===== config.mk =====
export PLATFORM = sky130hd
export DESIGN_NAME = store_merge_unit
export DESIGN_NICKNAME = d
export VERILOG_FILES = /design/src/rtl/store_merge_unit.sv
export SDC_FILE = /design/constraint.sdc
export NUM_CORES = 1
export LEC_CHECK = 0
export ABC_AREA = 0
export CELL_PAD_IN_SITES_DETAIL_PLACEMENT = 1
export CELL_PAD_IN_SITES_GLOBAL_PLACEMENT = 1
export CORE_MARGIN = 2
export CORE_UTILIZATION = 44
export DETAILED_ROUTE_END_ITERATION = 7
export DONT_BUFFER_PORTS = 1
export PLACE_DENSITY = 0.75
export SYNTH_ARGS = -nofsm -noshare
export SYNTH_HDL_FRONTEND = slang
export SYNTH_SLANG_ARGS = --single-unit

===== constraint.sdc =====
create_clock -name clk -period 7.5 [get_ports clk]
set_clock_uncertainty 0.2 [all_clocks]
set_input_delay 0.375 -clock clk [delete_from_list [all_inputs] [get_ports clk]]
set_output_delay 0.375 -clock clk [all_outputs]
set_load 0.005 [all_outputs]

===== src/rtl/store_merge_unit.sv =====
// Sub-word store merge: partial stores read the target word, splice in the
// new bytes and write the full word back; full-width stores write directly.
module store_merge_unit #(
    parameter int DATA_W = 32,
    parameter int ADDR_W = 10,
    localparam int LANES = DATA_W / 8,
    localparam int OFF_W = $clog2(LANES)
) (
    input  logic                    clk,
    input  logic                    reset,
    input  logic                    req_valid,
    output logic                    req_ready,
    input  logic [ADDR_W-1:0]       req_addr,
    input  logic [1:0]              req_size,
    input  logic [DATA_W-1:0]       req_data,
    output logic [ADDR_W-OFF_W-1:0] mem_addr,
    output logic                    mem_rd,
    input  logic [DATA_W-1:0]       mem_rdata,
    output logic                    mem_wr,
    output logic [DATA_W-1:0]       mem_wdata,
    output logic [LANES-1:0]        mem_be,
    output logic                    done,
    output logic                    err
);

    localparam logic [2:0] MAX_SIZE = 3'(OFF_W);

    typedef enum logic [2:0] {
        IDLE,
        READ,
        MERGE,
        WRITE,
        ERR
    } state_t;

    state_t state_q, state_d;

    logic [ADDR_W-OFF_W-1:0] waddr_q;
    logic [OFF_W-1:0]        off_q;
    logic [1:0]              size_q;
    logic [DATA_W-1:0]       data_q;
    logic [DATA_W-1:0]       merge_q;

    logic [OFF_W-1:0]  amask;
    logic              illegal;
    logic              misaligned;
    logic              full;
    logic [LANES-1:0]  be;
    logic [DATA_W-1:0] bytemask;
    logic [DATA_W-1:0] shifted;
    logic [DATA_W-1:0] merged;

    // Acceptance-time legality: low size bits of the address must be zero.
    always_comb begin
        amask = '0;
        for (int unsigned k = 0; k < OFF_W; k++) begin
            amask[k] = (k < 32'(req_size));
        end
        illegal    = ({1'b0, req_size} > MAX_SIZE);
        misaligned = |(req_addr[OFF_W-1:0] & amask);
        full       = ({1'b0, req_size} == MAX_SIZE);
    end

    always_comb begin
        be       = '0;
        bytemask = '0;
        for (int unsigned k = 0; k < LANES; k++) begin
            be[k] = (k >= 32'(off_q)) && (k < 32'(off_q) + (32'd1 << size_q));
            bytemask[8*k +: 8] = {8{be[k]}};
        end
        shifted = data_q << {off_q, 3'b000};
        merged  = (mem_rdata & ~bytemask) | (shifted & bytemask);
    end

    always_ff @(posedge clk) begin
        if (reset) begin
            state_q <= IDLE;
        end else begin
            state_q <= state_d;
        end
    end

    always_comb begin
        state_d   = state_q;
        req_ready = 1'b0;
        mem_rd    = 1'b0;
        mem_wr    = 1'b0;
        mem_addr  = '0;
        mem_wdata = '0;
        mem_be    = '0;
        done      = 1'b0;
        err       = 1'b0;
        case (state_q)
            IDLE: begin
                req_ready = 1'b1;
                if (req_valid) begin
                    if (illegal || misaligned) begin
                        state_d = ERR;
                    end else if (full) begin
                        state_d = WRITE;
                    end else begin
                        state_d = READ;
                    end
                end
            end
            READ: begin
                mem_rd   = 1'b1;
                mem_addr = waddr_q;
                state_d  = MERGE;
            end
            MERGE: begin
                state_d = WRITE;
            end
            WRITE: begin
                mem_wr    = 1'b1;
                mem_addr  = waddr_q;
                mem_wdata = merge_q;
                mem_be    = be;
                done      = 1'b1;
                state_d   = IDLE;
            end
            ERR: begin
                err     = 1'b1;
                state_d = IDLE;
            end
            default: begin
                state_d = IDLE;
            end
        endcase
    end

    // merge_q is preloaded with the store data so full-width stores need no merge step.
    always_ff @(posedge clk) begin
        if (reset) begin
            waddr_q <= '0;
            off_q   <= '0;
            size_q  <= '0;
            data_q  <= '0;
            merge_q <= '0;
        end else if (state_q == IDLE && req_valid) begin
            waddr_q <= req_addr[ADDR_W-1:OFF_W];
            off_q   <= req_addr[OFF_W-1:0];
            size_q  <= req_size;
            data_q  <= req_data;
            merge_q <= req_data;
        end else if (state_q == MERGE) begin
            merge_q <= merged;
        end
    end

endmodule


==> impl_metrics.env <==
export IMPL_status="finished clean"
export IMPL_globalRouteOverflowTotal=0
export IMPL_die_area_mm2=0.0110
export IMPL_netSwitchingPower_mw=0.376
export IMPL_avgRoutedWirePerCell_um=21.4
export IMPL_cts_buffers=9
export IMPL_max_cap_violations=0
export IMPL_finalSetupTns_ns=0
export IMPL_tightest_slew_ns=1.07
export IMPL_grt_pass1_wl_mm=24.0
export IMPL_power_frac_seq_pct=44.9
export IMPL_grt_pass1_vias=4449
export IMPL_postRouteAntennaNets=0
export IMPL_initial_core_util_pct=45.7
export IMPL_insertion_delay_ns=0.37
export IMPL_ys_flop_type="dfxtp_1"
export IMPL_place_hpwl_mm=9.48
export IMPL_critPathArrivalTime_ns=3.44
export IMPL_area_delta_synth_final_pct=15.5
export IMPL_maxSlewHeadroom_pct=28.0
export IMPL_yosys_area_top_type="dfxtp_1"
export IMPL_clk_pin_slew_ns=0.08
export IMPL_drive_gt1_share_pct=12.2
export IMPL_rows=36
export IMPL_synth_area_mm2=0.00449
export IMPL_hold_violations=0
export IMPL_cp_required_ns=6.92
export IMPL_hold_class="input port to flip-flop"
export IMPL_io_buffers=0
export IMPL_vias_per_cell=6.01
export IMPL_p_int_mw=0.766
export IMPL_max_freq_mhz=249
export IMPL_ys_warn_count=0
export IMPL_rsz0062_at_grt="no"
export IMPL_cts_tree="yes"
export IMPL_cp_start_kind="flip-flop"
export IMPL_syn_inst=557
export IMPL_final_util_pct=52.8
export IMPL_async_reset_ff_share_pct=0
export IMPL_ys_top_cells_by_area="dfxtp_1 (35%), nand2_1 (9.5%), a21oi_1 (6.7%), and3_1 (4.5%), mux2_2 (4.0%)"
export IMPL_cts_max_path_buffers=2
export IMPL_setup_viol_count_final=0
export IMPL_dpl_cell_area_mm2=0.00443
export IMPL_swShare_pct=33.0
export IMPL_gp_congestion=0.853
export IMPL_design_area_mm2=0.00519
export IMPL_detail_route_iter0_violations=238
export IMPL_combPwrFrac_pct=24.6
export IMPL_cts_setup_buffers=0
export IMPL_synth_seq_cells=79
export IMPL_synth_edf_count=0
export IMPL_synth_avg_cell_area_um2=8.06
export IMPL_r2r_cells=7
export IMPL_worstPathMaxFanout=37
export IMPL_dieHeight_um=105
export IMPL_synth_seq_area_share_pct=35.2
export IMPL_powerDensity_mw_per_mm2=220
export IMPL_hold_slack_ns=0.00240
export IMPL_wl_mm=15.2
export IMPL_synth_distinct_cells=44
export IMPL_antenna_found_initial=0
export IMPL_io_pins=128
export IMPL_grtUsageTotal_pct=27.7
export IMPL_end_kind="output pin"
export IMPL_cts_root_buf="clkbuf_8"
export IMPL_p_total_mw=1.14
export IMPL_period_needed_ns=4.01
export IMPL_leakage_nw=1.99
export IMPL_cts_htree_levels=3
export IMPL_clock_sinks=79
export IMPL_syn_num_nets=639
export IMPL_ir_worst_vdd_mv=0.157
export IMPL_post_route_period_util_pct=53.5
export IMPL_core_mm2=0.00982
export IMPL_grt_max_degree=86
export IMPL_dr_pass1_iters=4
export IMPL_critPathKind="flip-flop to output pin"
export IMPL_yosysTopAreaCellShare_pct=35.2
export IMPL_die_w_um=105
export IMPL_slew_viol_final=0
export IMPL_clock_power_share_pct=30.5
export IMPL_hold_depth=2
export IMPL_antenna_cells=0
export IMPL_num_vias=4253
export IMPL_nNetsFinal=652
export IMPL_detail_route_drc_violations=0
area by class of cell:
type,instances,area (µm²)
fill,1234,4630
multi-input combinational,404,2580
sequential,79,1580
timing repair buffer,57,578
tap,133,166
clock buffer,9,124
clock inverter,7,87.6
inverter,19,71.3
layout by cell type (no fill, tap or decap), types with 8 or more instances in the layout:
master,netlist,routed
dfxtp_1,79,77
o211ai_1,8,8
nor2_1,36,36
mux2_2,16,16
mux2i_1,16,16
a31oi_1,8,8
and2_1,9,9
nand2_1,114,114
clkbuf_8,0,9
a311oi_1,10,10
and3_1,32,32
a21oi_1,60,60
o22ai_1,16,16
a311oi_2,8,8
nand3_1,16,16
dlygate4sd3_1,0,52
mux4_2,8,8
o2111ai_1,8,8
inv_1,19,19
cell families after synthesis:
family	count (synthesis)	share of synthesized area, %
buf+inv	74	7.63
mux	40	11.6
compound gates	132	20.5
fa+ha+maj	3	1.00
flops	79	35.2
simple gates	229	24.1
routing by layer:
layer  global-route usage (%)  part of all wire [%]  vias to the layer above
li1                         -                     -                     1998
met1                     34.2                    42                     2114
met2                     46.9                    50                      114
met3                     5.24                   4.8                       27
met4                     11.8                   2.6                        0
met5                        0                     0                        -
final timing paths:
check / from / to / slack [ns]
worst max-delay path: off_q[0] / mem_be[2] / 3.49
worst min-delay path: mem_rdata[19] / merge_q[19] / 0.002
worst max register to register: off_q[0] / merge_q[13] / 3.95
worst min register to register: waddr_q[2] / waddr_q[2] / 0.26
flip-flops by register name, summed over array words and instances (netlist names):
signal and count:
data_q 32, merge_q 32, off_q 2, size_q 2
state_q 3, waddr_q 8
cells in the mapped netlist, types with 3 or more instances:
| cell | number |
|---|---|
| nor2_1 | 36 |
| and2_1 | 9 |
| a21oi_1 | 60 |
| mux2i_1 | 16 |
| a311oi_1 | 10 |
| nor3_1 | 4 |
| nand2_1 | 114 |
| buf_4 | 3 |
| nand3_1 | 16 |
| mux2_2 | 16 |
| inv_1 | 19 |
| mux4_2 | 8 |
| buf_6 | 5 |
| o22ai_1 | 16 |
| o211ai_1 | 8 |
| and3_1 | 32 |
| a211oi_1 | 3 |
| a211oi_2 | 5 |
| a31oi_1 | 8 |
| a311oi_2 | 8 |
| buf_2 | 12 |
| dfxtp_1 | 79 |
| clkbuf_1 | 34 |
| o2111ai_1 | 8 |
| nor2b_1 | 5 |
stage by stage:
step / std cells / setup WS (ns)
floorplan: 557 / 4.45
global placement: 639 / 4.04
detailed placement: 639 / 3.91
CTS: 708 / 3.48
global route: 708 / 3.19
finish: 708 / 3.49
timing repair:
action | in CTS | in global routing
resized for setup | 0 | 0
endpoints found under the hold margin | 79 | 0
endpoints found under the setup margin | 0 | 0
hold buffers | 53 | 0
power groups by stage:
stage	sequential (mW)	combinational, mW	clock (mW)
finish	0.513	0.281	0.348
global route	0.520	0.310	0.372
global placement	0.519	0.237	0
floorplan	0.493	0.225	0
CTS	0.512	0.280	0.357
detailed placement	0.521	0.246	0
critical path: stages (launching register included):
cell and delay (ns):
dfxtp_2 0.93, ha_1 0.31, inv_1 0.06, fa_1 0.50
nor2b_1 0.56, o21ai_1 0.37, nor3_1 0.34
Note: power is estimated with default switching activity, not from simulation.
